===== config.mk =====
export PLATFORM = sky130hd
export DESIGN_NAME = seq_div_16
export DESIGN_NICKNAME = d
export VERILOG_FILES = /design/src/rtl/seq_div_16.sv
export SDC_FILE = /design/constraint.sdc
export NUM_CORES = 1
export LEC_CHECK = 0
export CELL_PAD_IN_SITES_DETAIL_PLACEMENT = 1
export CELL_PAD_IN_SITES_GLOBAL_PLACEMENT = 1
export CORE_MARGIN = 3
export CORE_UTILIZATION = 39
export CTS_BUF_LIST = sky130_fd_sc_hd__clkbuf_8
export CTS_CLUSTER_DIAMETER = 100
export CTS_CLUSTER_SIZE = 40
export DETAILED_ROUTE_END_ITERATION = 10
export MAX_ROUTING_LAYER = met4
export PLACE_DENSITY = 0.79
export SETUP_SLACK_MARGIN = 0.4
export SLEW_MARGIN = 0
export SYNTH_ARGS = -nofsm -noshare
export SYNTH_HDL_FRONTEND = slang
export SYNTH_SLANG_ARGS = --single-unit

===== constraint.sdc =====
create_clock -name clk -period 5 [get_ports clk]
set_input_delay 1 -clock clk [delete_from_list [all_inputs] [get_ports clk]]
set_output_delay 1 -clock clk [all_outputs]
set_load 0.05 [all_outputs]

===== src/rtl/seq_div_16.sv =====
// Sequential restoring divider: one quotient bit per clock, WIDTH steps per division.
// Results, busy, done and div_by_zero are all registered; start is honoured in IDLE or DONE.
module seq_div_16 #(
  parameter int unsigned WIDTH = 16
) (
  input  logic             clk,
  input  logic             rst_n,
  input  logic             start,
  input  logic [WIDTH-1:0] dividend,
  input  logic [WIDTH-1:0] divisor,
  output logic             busy,
  output logic             done,
  output logic [WIDTH-1:0] quotient,
  output logic [WIDTH-1:0] remainder,
  output logic             div_by_zero
);

  localparam int unsigned CW = $clog2(WIDTH + 1);

  typedef enum logic [1:0] {
    IDLE = 2'd0,
    RUN  = 2'd1,
    DONE = 2'd2
  } state_t;

  state_t           state_q, state_d;
  logic [CW-1:0]    cnt_q, cnt_d;
  logic [WIDTH:0]   rem_q, rem_d;
  logic [WIDTH-1:0] dvd_q, dvd_d;
  logic [WIDTH-1:0] dvs_q, dvs_d;
  logic             busy_q, busy_d;
  logic             done_q, done_d;
  logic [WIDTH-1:0] quotient_q, quotient_d;
  logic [WIDTH-1:0] remainder_q, remainder_d;
  logic             dbz_q, dbz_d;

  // One restoring step; dvd_q shifts out dividend bits and shifts in quotient bits.
  logic [WIDTH+1:0] rem_shift;
  logic [WIDTH+1:0] trial;
  logic             sub_ok;
  logic [WIDTH:0]   rem_step;
  logic [WIDTH-1:0] quo_step;

  always_comb begin
    rem_shift = {rem_q, dvd_q[WIDTH-1]};
    trial     = rem_shift - {2'b00, dvs_q};
    sub_ok    = ~trial[WIDTH+1];
    rem_step  = sub_ok ? trial[WIDTH:0] : rem_shift[WIDTH:0];
    quo_step  = {dvd_q[WIDTH-2:0], sub_ok};
  end

  // Next-state and next-output logic.
  always_comb begin
    state_d     = state_q;
    cnt_d       = cnt_q;
    rem_d       = rem_q;
    dvd_d       = dvd_q;
    dvs_d       = dvs_q;
    busy_d      = busy_q;
    done_d      = 1'b0;
    quotient_d  = quotient_q;
    remainder_d = remainder_q;
    dbz_d       = dbz_q;

    case (state_q)
      IDLE, DONE: begin
        if (start) begin
          dvd_d   = dividend;
          dvs_d   = divisor;
          rem_d   = '0;
          cnt_d   = CW'(WIDTH);
          busy_d  = 1'b1;
          state_d = RUN;
        end else begin
          busy_d  = 1'b0;
          state_d = IDLE;
        end
      end
      RUN: begin
        rem_d = rem_step;
        dvd_d = quo_step;
        cnt_d = cnt_q - CW'(1);
        if (cnt_q == CW'(1)) begin
          // Divisor 0 naturally yields all-ones quotient and remainder = dividend.
          quotient_d  = quo_step;
          remainder_d = rem_step[WIDTH-1:0];
          dbz_d       = (dvs_q == '0);
          busy_d      = 1'b0;
          done_d      = 1'b1;
          state_d     = DONE;
        end
      end
      default: begin
        busy_d  = 1'b0;
        state_d = IDLE;
      end
    endcase
  end

  always_ff @(posedge clk or negedge rst_n) begin
    if (!rst_n) begin
      state_q     <= IDLE;
      cnt_q       <= '0;
      rem_q       <= '0;
      dvd_q       <= '0;
      dvs_q       <= '0;
      busy_q      <= 1'b0;
      done_q      <= 1'b0;
      quotient_q  <= '0;
      remainder_q <= '0;
      dbz_q       <= 1'b0;
    end else begin
      state_q     <= state_d;
      cnt_q       <= cnt_d;
      rem_q       <= rem_d;
      dvd_q       <= dvd_d;
      dvs_q       <= dvs_d;
      busy_q      <= busy_d;
      done_q      <= done_d;
      quotient_q  <= quotient_d;
      remainder_q <= remainder_d;
      dbz_q       <= dbz_d;
    end
  end

  assign busy        = busy_q;
  assign done        = done_q;
  assign quotient    = quotient_q;
  assign remainder   = remainder_q;
  assign div_by_zero = dbz_q;

endmodule


==> results.toml <==
[route]
wire_per_inst_um = 17.7
firstDrtPassIters = 4
drt_iter0_drc = 107
drt_wl_total_mm = 12.2
drc = 0
vias = 3720
drtAntennaViolNets = 0
vias_per_cell = 5.40

[yosys]
synth_area_mm2 = 0.00447
ys.flop_type = "dfrtp_1"
synth_edf_count = 0
synthArstFlopShare_pct = 100
netlist_instances = 478
ys_seq_area_share_pct = 50.4
yosysWarnings = 0
synth_nets = 532
synth_seq_cells = 90
synthDistinctLibCells = 48
synth_top_area_share_pct = 50.4
synth.largest_area_cell = "dfrtp_1"
synth_area_leaders = "dfrtp_1 (50%), nand2_1 (11%), ha_1 (5.0%)"
syn_avg_cell_area_um2 = 9.35

[global_route]
grt_pass1_wl_mm = 20.6
grt_usage_pct = 20.7
antenna_found_initial = 0
grt_max_degree = 52
grt_pass1_vias = 4061
grt_overflow = 0

[cells_and_area]
drive_gt1_share_pct = 5.83
fin_nets = 598
synthToLayoutAreaGrowth_pct = 23.3
diodes = 0
num-fill-cells = 1268

[timing]
fmax_mhz = 349
hold_viol = 0
worst_pin_slew_ps = 807
finClkSkew_ps = 15.3
finalCriticalPeriod_ps = 2860
final_max_slew_viol_count = 0
setup-violations-final = 0
min_period_over_period_pct = 57.3
rsz0062_at_grt = "no"
slew_headroom_pct = 46.2
fin_setup_tns_ps = 0

[floorplanning]
pin_count = 70
die_y_um = 113
coreArea_mm2 = 0.0110
start_util_pct = 40.5
dieArea_mm2 = 0.0128
die_x_um = 113
rows = 38

[worst_setup_path]
end_kind = "flop"
cp-start-kind = "flop"
path_class = "flop to flop"
required_ps = 5320
cp.arrival_ps = 3190
cp_max_fo = 3

[clock_tree]
clkSinkCount = 90
cts.path.max_buffers = 2
holdBufCountCts = 0
cts_resized = 0
root_buffer = "clkbuf_8"
post_cts_buffers = 0
cts_tree = "built"
worstSkewPairLatency_ps = 380
cts_buffers = 9
cts_htree_levels = 3
clkTransAtPathRegs_ps = 100

[flow_run]
cap_violations = 0

[hold_path]
worstHoldPathType = "flop to flop"

[placed_design]
portBuffers = 69
gp_congestion = 0.932
dp_hpwl_mm = 8.60

[status]
status = "completed"
metrics by stage:
| step | hold WS, ps | instances | util (%) | worst slack, ps | area [µm²] |
|---|---|---|---|---|---|
| 2_1_floorplan | 446 | 478 | - | 2460 | 4470 |
| 3_3_place_gp | 459 | 673 | 48.1 | 2200 | 5300 |
| 3_5_place_dp | 467 | 673 | 48.1 | 2130 | 5300 |
| 4_1_cts | 483 | 689 | 50.0 | 2150 | 5510 |
| 5_1_grt | 518 | 689 | 50.0 | 1950 | 5510 |
| 6_report | 474 | 689 | 50.0 | 2140 | 5510 |
worst max-delay path, stage by stage, from the launching register on:
cell and delay, ps:
dfrtp_1 370, inv_1 90, ha_1 170, inv_1 50, fa_1 420, a211oi_1 310, o21a_1 230, o311ai_0 250
a221o_1 430, or4_1 410, nand3_1 80
registers in the layout (all words and copies together), names as in the netlist:
signal / flops
quotient: 16
rem_q: 17
busy: 1
dvs_q: 16
done: 1
remainder: 16
state_q: 1
dvd_q: 16
cnt_q: 5
div_by_zero: 1
cell families (layout without fill, tap and decap cells):
group                      after synthesis  after routing  share of synthesized area, %
and+or+nand+nor                        182            182                          17.2
AOI/OAI and AO/OA                      116            116                          16.4
DFF                                     90             90                          50.4
buffers and inverters                   41            112                          3.61
adders and majority gates               19             19                          5.49
muxes                                   16             16                          3.61
xor gates and xnor gates                14             14                          3.33
worst paths after layout:
kind | slack (ps) | from | depth (start not counted) | end
worst max-delay path | 2140 | dvd_q[15] | 10 | rem_q[16]
worst min-delay path | 470 | cnt_q[4] | 1 | cnt_q[4]
worst max register to register | 2140 | dvd_q[15] | 10 | rem_q[16]
worst min register to register | 470 | cnt_q[4] | 1 | cnt_q[4]
max in group asynchronous | 3380 | rst_n | 2 | done
min in group asynchronous | 660 | rst_n | 1 | remainder[5]
layer usage:
layer	part of all wire, %	GRT usage (%)
met1	45	26.6
met2	48	33.4
met3	5.6	4.76
met4	1.5	5.29
met5	0	-
cell type report:
class                   count  area (µm²)  share of cell area (%)
inverters                  22        82.6                    1.50
well taps                 140         175                    3.18
flip-flops and latches     90        2250                    40.8
clock inverters             5        60.1                    1.09
multi-input cells         347        2070                    37.5
repair buffers             74         726                    13.2
clock buffers              11         151                    2.75
synth_stat cells (all sizes together), types with 3 or more instances:
master and n:
nand3 8, clkbuf 17, ha 18, nand2b 5
inv 21, a31oi 5, nand2 135, dfrtp 90
o21a 4, nor3 6, xor2 5, a21oi 13
nor2 11, a22oi 16, a211o 3, xnor2 9
a21o 4, a211oi 4, o21ai 55, nor4 4
mux2i 15, nor2b 4
layout by cell type, fill, tap and decap left out, types with 2 or more instances in the layout:
| master | synthesis | routed |
|---|---|---|
| dfrtp_1 | 90 | 90 |
| xnor2_1 | 8 | 8 |
| inv_1 | 21 | 21 |
| or4_1 | 2 | 2 |
| o21ai_0 | 37 | 37 |
| clkbuf_8 | 0 | 11 |
| nor3_1 | 6 | 6 |
| nand3_1 | 7 | 7 |
| o21ai_1 | 18 | 18 |
| a211o_1 | 3 | 3 |
| a221o_1 | 2 | 2 |
| inv_6 | 0 | 2 |
| nor2_1 | 11 | 10 |
| o211ai_1 | 2 | 2 |
| a211oi_1 | 2 | 2 |
| mux2i_1 | 15 | 15 |
| a31oi_1 | 4 | 4 |
| buf_4 | 0 | 6 |
| a22oi_1 | 16 | 16 |
| xor2_1 | 4 | 4 |
| a21oi_1 | 13 | 13 |
| a211oi_2 | 2 | 2 |
| o31ai_1 | 2 | 2 |
| nand2b_1 | 5 | 5 |
| o21a_1 | 4 | 4 |
| and2_1 | 2 | 2 |
| nand2_1 | 135 | 135 |
| a21o_1 | 4 | 4 |
| o2111ai_1 | 2 | 2 |
| ha_1 | 18 | 18 |
| clkdlybuf4s50_1 | 0 | 68 |
| nor4_1 | 4 | 4 |
| nor2b_1 | 4 | 3 |
Power is left out: the tool's default activity adds up to more than one toggle a clock period on the data nets, which glitch-free logic cannot reach.
